==> config.mk <==
export PLATFORM = sky130hd
export DESIGN_NAME = ia_fetch
export DESIGN_NICKNAME = d
export VERILOG_FILES = /design/src/rtl/ia_fetch_pkg.sv /design/src/rtl/ia_addr_calc.sv /design/src/rtl/ia_fetch.sv
export SDC_FILE = /design/constraint.sdc
export NUM_CORES = 1
export LEC_CHECK = 0
export ABC_AREA = 0
export BUFFER_PORTS_ARGS = -buffer_cell sky130_fd_sc_hd__buf_2
export CAP_MARGIN = 20
export CORE_AREA = 8 8 140 142
export DETAILED_ROUTE_END_ITERATION = 10
export DIE_AREA = 0 0 148 150
export GPL_TIMING_DRIVEN = 0
export PLACE_DENSITY = 0.57
export SLEW_MARGIN = 20
export SYNTH_ARGS = -nofsm -noshare
export SYNTH_HDL_FRONTEND = slang
export SYNTH_HIERARCHICAL = 1
export SYNTH_SLANG_ARGS = --single-unit
==> constraint.sdc <==
create_clock -name i_clk -period 11.4 [get_ports i_clk]
set_clock_uncertainty 0.15 [all_clocks]
set_input_delay 2.85 -clock i_clk [delete_from_list [all_inputs] [get_ports i_clk]]
set_output_delay 2.85 -clock i_clk [all_outputs]
set_load 0.02 [all_outputs]
==> src/rtl/ia_fetch_pkg.sv <==
// ---------------------------------------------------------------------------
// ia_fetch_pkg
// Shared definitions for the input-activation address and fetch stages:
// default array geometry, coordinate field width and the fetch FSM states.
// ---------------------------------------------------------------------------
package ia_fetch_pkg;

  localparam int DEF_W_C_LENGTH  = 16;  // coordinate entries in the RF array
  localparam int DEF_IA_ROW      = 16;  // input-activation rows
  localparam int DEF_IA_COL      = 16;  // input-activation columns
  localparam int DEF_IA_CH       = 8;   // input-activation channels
  localparam int DEF_IA_BITWIDTH = 8;   // activation data width

  // Width of each coordinate field (row / col / ch) in an RF entry.
  localparam int COORD_W = 7;

  typedef enum logic [2:0] {
    ST_IDLE  = 3'd0,
    ST_ISSUE = 3'd1,
    ST_WAIT  = 3'd2,
    ST_OUT   = 3'd3,
    ST_DONE  = 3'd4
  } fetch_state_e;

endpackage

==> src/rtl/ia_addr_calc.sv <==
// ---------------------------------------------------------------------------
// ia_addr_calc
// Combinational address generator and range check for one RF coordinate.
// Layout in the IA SRAM is channel-major, then row, then column.
//   i_row, i_col, i_ch : coordinate fields of the current entry
//   o_addr             : (ch*IA_ROW + row)*IA_COL + col
//   o_in_range         : 1 when all three fields are inside the tensor
// ---------------------------------------------------------------------------
module ia_addr_calc
  import ia_fetch_pkg::*;
#(
  parameter int IA_ROW = DEF_IA_ROW,
  parameter int IA_COL = DEF_IA_COL,
  parameter int IA_CH  = DEF_IA_CH,
  parameter int ADDR_W = $clog2(IA_ROW * IA_COL * IA_CH)
) (
  input  logic [COORD_W-1:0] i_row,
  input  logic [COORD_W-1:0] i_col,
  input  logic [COORD_W-1:0] i_ch,
  output logic [ADDR_W-1:0]  o_addr,
  output logic               o_in_range
);

  always_comb begin
    o_in_range = (int'(i_row) < IA_ROW) && (int'(i_col) < IA_COL) &&
                 (int'(i_ch) < IA_CH);
    // Every in-range address fits in ADDR_W bits, so doing the arithmetic at
    // that width is exact; out-of-range results are never used.
    o_addr = (ADDR_W'(i_ch) * ADDR_W'(IA_ROW) + ADDR_W'(i_row)) * ADDR_W'(IA_COL)
           + ADDR_W'(i_col);
  end

endmodule

==> src/rtl/ia_fetch.sv <==
// ---------------------------------------------------------------------------
// ia_fetch
// Walks the first i_length coordinate entries of i_RF, reads each in-range
// activation from the IA SRAM (zero padding for out-of-range entries) and
// presents it on a valid/ready output channel tagged with its entry index.
//   i_clk, i_rst_n      : clock, asynchronous active-low reset
//   i_start             : one-cycle start pulse (ignored while busy)
//   i_RF, i_length      : coordinate entries and number of valid entries
//   o_sram_rd/addr      : SRAM read request; i_sram_data returns 1 cycle later
//   o_valid/i_ready     : output handshake carrying o_data and o_idx
//   o_busy, o_done      : transfer in progress / one-cycle completion pulse
// ---------------------------------------------------------------------------
module ia_fetch
  import ia_fetch_pkg::*;
#(
  parameter  int W_C_LENGTH  = DEF_W_C_LENGTH,
  parameter  int IA_ROW      = DEF_IA_ROW,
  parameter  int IA_COL      = DEF_IA_COL,
  parameter  int IA_CH       = DEF_IA_CH,
  parameter  int IA_BITWIDTH = DEF_IA_BITWIDTH,
  localparam int ADDR_W      = $clog2(IA_ROW * IA_COL * IA_CH),
  localparam int LEN_W       = $clog2(W_C_LENGTH) + 1,
  localparam int IDX_W       = $clog2(W_C_LENGTH)
) (
  input  logic                                  i_clk,
  input  logic                                  i_rst_n,
  input  logic                                  i_start,
  input  logic [W_C_LENGTH-1:0][2:0][COORD_W-1:0] i_RF,
  input  logic [LEN_W-1:0]                      i_length,
  output logic                                  o_sram_rd,
  output logic [ADDR_W-1:0]                     o_sram_addr,
  input  logic [IA_BITWIDTH-1:0]                i_sram_data,
  output logic                                  o_valid,
  input  logic                                  i_ready,
  output logic [IA_BITWIDTH-1:0]                o_data,
  output logic [IDX_W-1:0]                      o_idx,
  output logic                                  o_busy,
  output logic                                  o_done
);

  fetch_state_e            state_q, state_d;
  logic [LEN_W-1:0]        len_q,   len_d;
  logic [IDX_W-1:0]        idx_q,   idx_d;
  logic [IA_BITWIDTH-1:0]  data_q,  data_d;
  logic [ADDR_W-1:0]       addr_q,  addr_d;

  logic                    sram_rd;
  logic [ADDR_W-1:0]       calc_addr;
  logic                    in_range;

  // The upstream stage holds i_RF stable while busy, so the current entry is
  // taken straight from the port rather than copied at start.
  ia_addr_calc #(
    .IA_ROW (IA_ROW),
    .IA_COL (IA_COL),
    .IA_CH  (IA_CH),
    .ADDR_W (ADDR_W)
  ) u_addr_calc (
    .i_row      (i_RF[idx_q][2]),
    .i_col      (i_RF[idx_q][1]),
    .i_ch       (i_RF[idx_q][0]),
    .o_addr     (calc_addr),
    .o_in_range (in_range)
  );

  always_comb begin
    // NOTE: every variable gets a default before the case so no path can leave
    // it unassigned, which would otherwise infer a latch.
    state_d = state_q;
    len_d   = len_q;
    idx_d   = idx_q;
    data_d  = data_q;
    addr_d  = addr_q;
    sram_rd = 1'b0;

    unique case (state_q)
      ST_IDLE: begin
        if (i_start) begin
          len_d   = (i_length > LEN_W'(W_C_LENGTH)) ? LEN_W'(W_C_LENGTH) : i_length;
          idx_d   = '0;
          state_d = (i_length == '0) ? ST_DONE : ST_ISSUE;
        end
      end
      ST_ISSUE: begin
        if (in_range) begin
          sram_rd = 1'b1;
          addr_d  = calc_addr;
          state_d = ST_WAIT;
        end else begin
          data_d  = '0;  // zero padding, no SRAM access
          state_d = ST_OUT;
        end
      end
      ST_WAIT: begin
        data_d  = i_sram_data;
        state_d = ST_OUT;
      end
      ST_OUT: begin
        if (i_ready) begin
          idx_d   = idx_q + IDX_W'(1);
          state_d = (LEN_W'(idx_q) + LEN_W'(1) < len_q) ? ST_ISSUE : ST_DONE;
        end
      end
      ST_DONE: state_d = ST_IDLE;
      default: state_d = ST_IDLE;
    endcase
  end

  // NOTE: the reset is asynchronous so an abort takes effect immediately,
  // without waiting for the next clock edge.
  always_ff @(posedge i_clk or negedge i_rst_n) begin
    if (!i_rst_n) begin
      state_q <= ST_IDLE;
      len_q   <= '0;
      idx_q   <= '0;
      data_q  <= '0;
      addr_q  <= '0;
    end else begin
      // NOTE: non-blocking assignments so all flops update together from the
      // values present before the edge.
      state_q <= state_d;
      len_q   <= len_d;
      idx_q   <= idx_d;
      data_q  <= data_d;
      addr_q  <= addr_d;
    end
  end

  // The read is issued in the ISSUE cycle itself so the data returns during
  // WAIT; the registered copy keeps the address steady between reads.
  assign o_sram_rd   = sram_rd;
  assign o_sram_addr = sram_rd ? calc_addr : addr_q;
  assign o_valid     = (state_q == ST_OUT);
  assign o_data      = data_q;
  assign o_idx       = idx_q;
  assign o_busy      = (state_q != ST_IDLE);
  assign o_done      = (state_q == ST_DONE);

endmodule

==> results.py <==
metrics = {
    "status": {
        "status": "finished clean",
    },
    "pwr": {
        "ir_worst_vdd_v": 0.0000816,
        "p_total_mw": 1.55,
        "power.density_nw_per_um2": 234,
        "p_leak_nw": 3.23,
    },
    "grt": {
        "overflow": 0,
        "grt_max_degree": 32,
        "grt_pass1_vias": 5589,
        "antenna_found_initial": 12,
        "grt_usage_pct": 21.6,
        "grt_first_pass_wirelength_um": 35200,
    },
    "worst_setup_path": {
        "path_class": "input pin to output port",
        "slowest_delay_ps": 570,
        "path_max_fanout": 10,
        "crit_slowest_cell": "or4_1",
        "worstPathCellList": "buf_2 -> mux4_2 -> a22oi_1 -> nand2_1 -> or4_1 -> nor4_2 -> and3b_1 -> buf_2 -> mux2_2 -> buf_2",
        "cp.required_ps": 8400,
        "cp_num_buf_inv": 3,
        "startpoint_type": "input pin",
        "critPathArrivalTime_ps": 6050,
        "crit_path_end_kind": "output port",
        "worst_path_most_repeated_cell": "buf_2",
        "crit_family": "simple AND/OR/NAND/NOR gates",
    },
    "yosys": {
        "synth_fp_nets": 715,
        "ys.warnings.count": 6,
        "ys_ff_latch": 31,
        "synthTopCellsByArea": "mux4_2 (45%), dfrtp_1 (18%), a22oi_1 (7.5%)",
        "synth_top_cell_by_area": "mux4_2",
        "synth_seq_area_share_pct": 18.3,
        "async_flop_share_pct": 100,
        "synth_top_area_share_pct": 44.7,
        "synth_edf_count": 0,
        "synth_cells": 351,
        "synth_cell_types": 46,
        "synth_ff_type": "dfrtp_1",
        "syn_avg_cell_area_sq_um": 12.0,
        "syn-cell-area_sq_um": 4230,
    },
    "sta": {
        "tightestPinTransition_ps": 813,
        "finalHoldViolCount": 0,
        "period_share_pct": 79.4,
        "rsz0062_at_grt": "no",
        "fmax_ghz": 0.110,
        "drv_slew": 0,
        "setup_ws_ps": 2350,
        "period_minus_slack_ps": 9050,
        "setup_viol": 0,
        "slew_headroom_pct": 45.8,
        "setup_tns_ps": 0,
    },
    "detailed_routing": {
        "drcViolationCount": 0,
        "viasPerCell": 5.09,
        "drtIter0Drc": 188,
        "first_pass_iters": 4,
        "wl_um": 24700,
        "vias": 4948,
        "ant_nets": 0,
        "wl_per_cell_um": 25.4,
    },
    "floorplanning": {
        "io_pins": 380,
        "rows": 49,
        "dieWidth_um": 148,
        "die_h_um": 150,
        "die-area_sq_um": 22200,
        "core_sq_um": 17500,
        "initial_core_util_pct": 24.1,
    },
    "run": {
        "drv_cap": 0,
    },
    "clock_tree": {
        "hold_buffers": 0,
        "clockBufferDepth": 2,
        "numCtsBuffers": 5,
        "clkLatencyLatePin_ps": 280,
        "path_clk_slew_ps": 60,
        "ctsResizeCount": 0,
        "post-cts-setup-buffers": 0,
        "cts_tree": "yes",
        "root_buffer": "clkbuf_16",
        "cts.sinks": 31,
        "h-tree-depth": 2,
    },
    "cells_and_area": {
        "final.fill_count": 1821,
        "area_growth_pct": 56.1,
        "layout.nets": 1101,
        "drive_above_1_share_pct": 68.8,
    },
    "placed_design": {
        "io_buffer_count": 379,
        "dp_hpwl_um": 22100,
        "gp_congestion": 0.845,
        "dpl_worst_slack_ps": 2300,
    },
    "hold_path": {
        "hold_class": "register to register",
    },
}
[synthesized netlist by cell type (all sizes together), types with 6 or more instances]
library cell / count
a21oi: 12
a22oi: 42
buf: 21
clkbuf: 16
dfrtp: 31
ha: 9
inv: 13
mux2: 12
mux4: 84
nand2: 31
nand2b: 6
nor2: 13
o21ai: 8
o22ai: 8
xnor2: 6
[metrics by stage]
stage                     util, %  std cells  instance area [sq um]  hold slack [ps]
after floorplan                 -        351                   4230              300
after global placement       36.6        959                   6410              315
after detailed placement     36.6        959                   6410              327
after CTS                    37.6        967                   6590              339
after global routing         37.6        968                   6590              352
final                        37.6        973                   6600              337
[registers in the layout, summed over array words and instances, names as in the netlist]
| register | count |
|---|---|
| state_q | 3 |
| o_idx | 4 |
| o_data | 8 |
| addr_q | 11 |
| len_q | 5 |
[per-layer routing]
layer	vias to the layer above	track usage, %	wire length (um)
met4	2	2.40	95
li1	2238	-	-
met5	-	0	12
met3	13	5.68	2490
met2	264	38.3	12500
met1	2431	26.5	9640
[path summary, 6_finish.rpt]
| check | to | start | slack, ps | cells past startpoint |
|---|---|---|---|---|
| worst max-delay path | o_sram_addr[9] | i_RF[335] | 2350 | 10 |
| worst min-delay path | len_q[2] | len_q[2] | 340 | 2 |
| worst max register to register | addr_q[9] | o_idx[1] | 7000 | 10 |
| worst min register to register | len_q[2] | len_q[2] | 340 | 2 |
| max in group asynchronous | len_q[0] | i_rst_n | 8150 | 1 |
| min in group asynchronous | o_data[4] | i_rst_n | 2480 | 1 |
[worst reg2reg max path, cell delays in order (launching register included)]
cell and delay [ps]:
dfrtp_1 390, clkbuf_1 230, clkbuf_1 640, mux4_2 460
a22oi_1 200, nand2_1 180, or4_4 550, nor4_2 480
and3b_1 300, buf_2 300, mux2_2 390
[logic make-up (layout without fill, tap and decap cells)]
kind of cell | count (synthesis) | in the layout | share of synthesized area [%]
AOI/OAI and AO/OA | 84 | 84 | 13.8
adders and majority gates | 11 | 11 | 3.61
xor gates and xnor gates | 9 | 9 | 1.86
other | 0 | 6 | 0
buffers and inverters | 50 | 437 | 6.39
and+or+nand+nor | 69 | 69 | 7.81
DFF | 31 | 31 | 18.3
muxes | 97 | 97 | 48.2
[layout by cell type, fill, tap and decap left out, types with 2 or more instances in the layout]
| cell type | n |
|---|---|
| buf_2 | 390 |
| mux4_2 | 84 |
| a22oi_1 | 42 |
| nand2_1 | 31 |
| dfrtp_1 | 31 |
| clkbuf_1 | 16 |
| inv_1 | 13 |
| nor2_1 | 13 |
| mux2_2 | 12 |
| a21oi_1 | 12 |
| ha_1 | 9 |
| o22ai_1 | 8 |
| o21ai_0 | 7 |
| diode_2 | 6 |
| xnor2_1 | 6 |
| nand2b_1 | 6 |
| buf_4 | 5 |
| clkbuf_16 | 5 |
| nor2b_1 | 4 |
| buf_6 | 3 |
| nand3_1 | 3 |
| xor2_1 | 3 |
| and3_1 | 2 |
| and2_1 | 2 |
| nor3_1 | 2 |
| a31oi_1 | 2 |
| a22o_1 | 2 |
| fa_1 | 2 |
[where the power goes]
group,switching (mW),internal [mW]
clock,0.0487,0.109
sequential,0.0265,0.152
combinational,0.632,0.579
total,0.708,0.840
[final cells by class]
cell class                 instances  area (sq um)  share of cell area, %
buffer                            37           221                   3.35
antenna                            6          15.0                  0.227
sequential                        31           776                   11.8
timing repair buffer             379          1900                   28.7
clock buffer                       6           139                   2.10
inverter                          13          48.8                  0.739
tap                              229           287                   4.34
clock inverter                     2          35.0                  0.531
multi-input combinational        270          3180                   48.2
No activity file was read; power rests on OpenSTA's default activity.
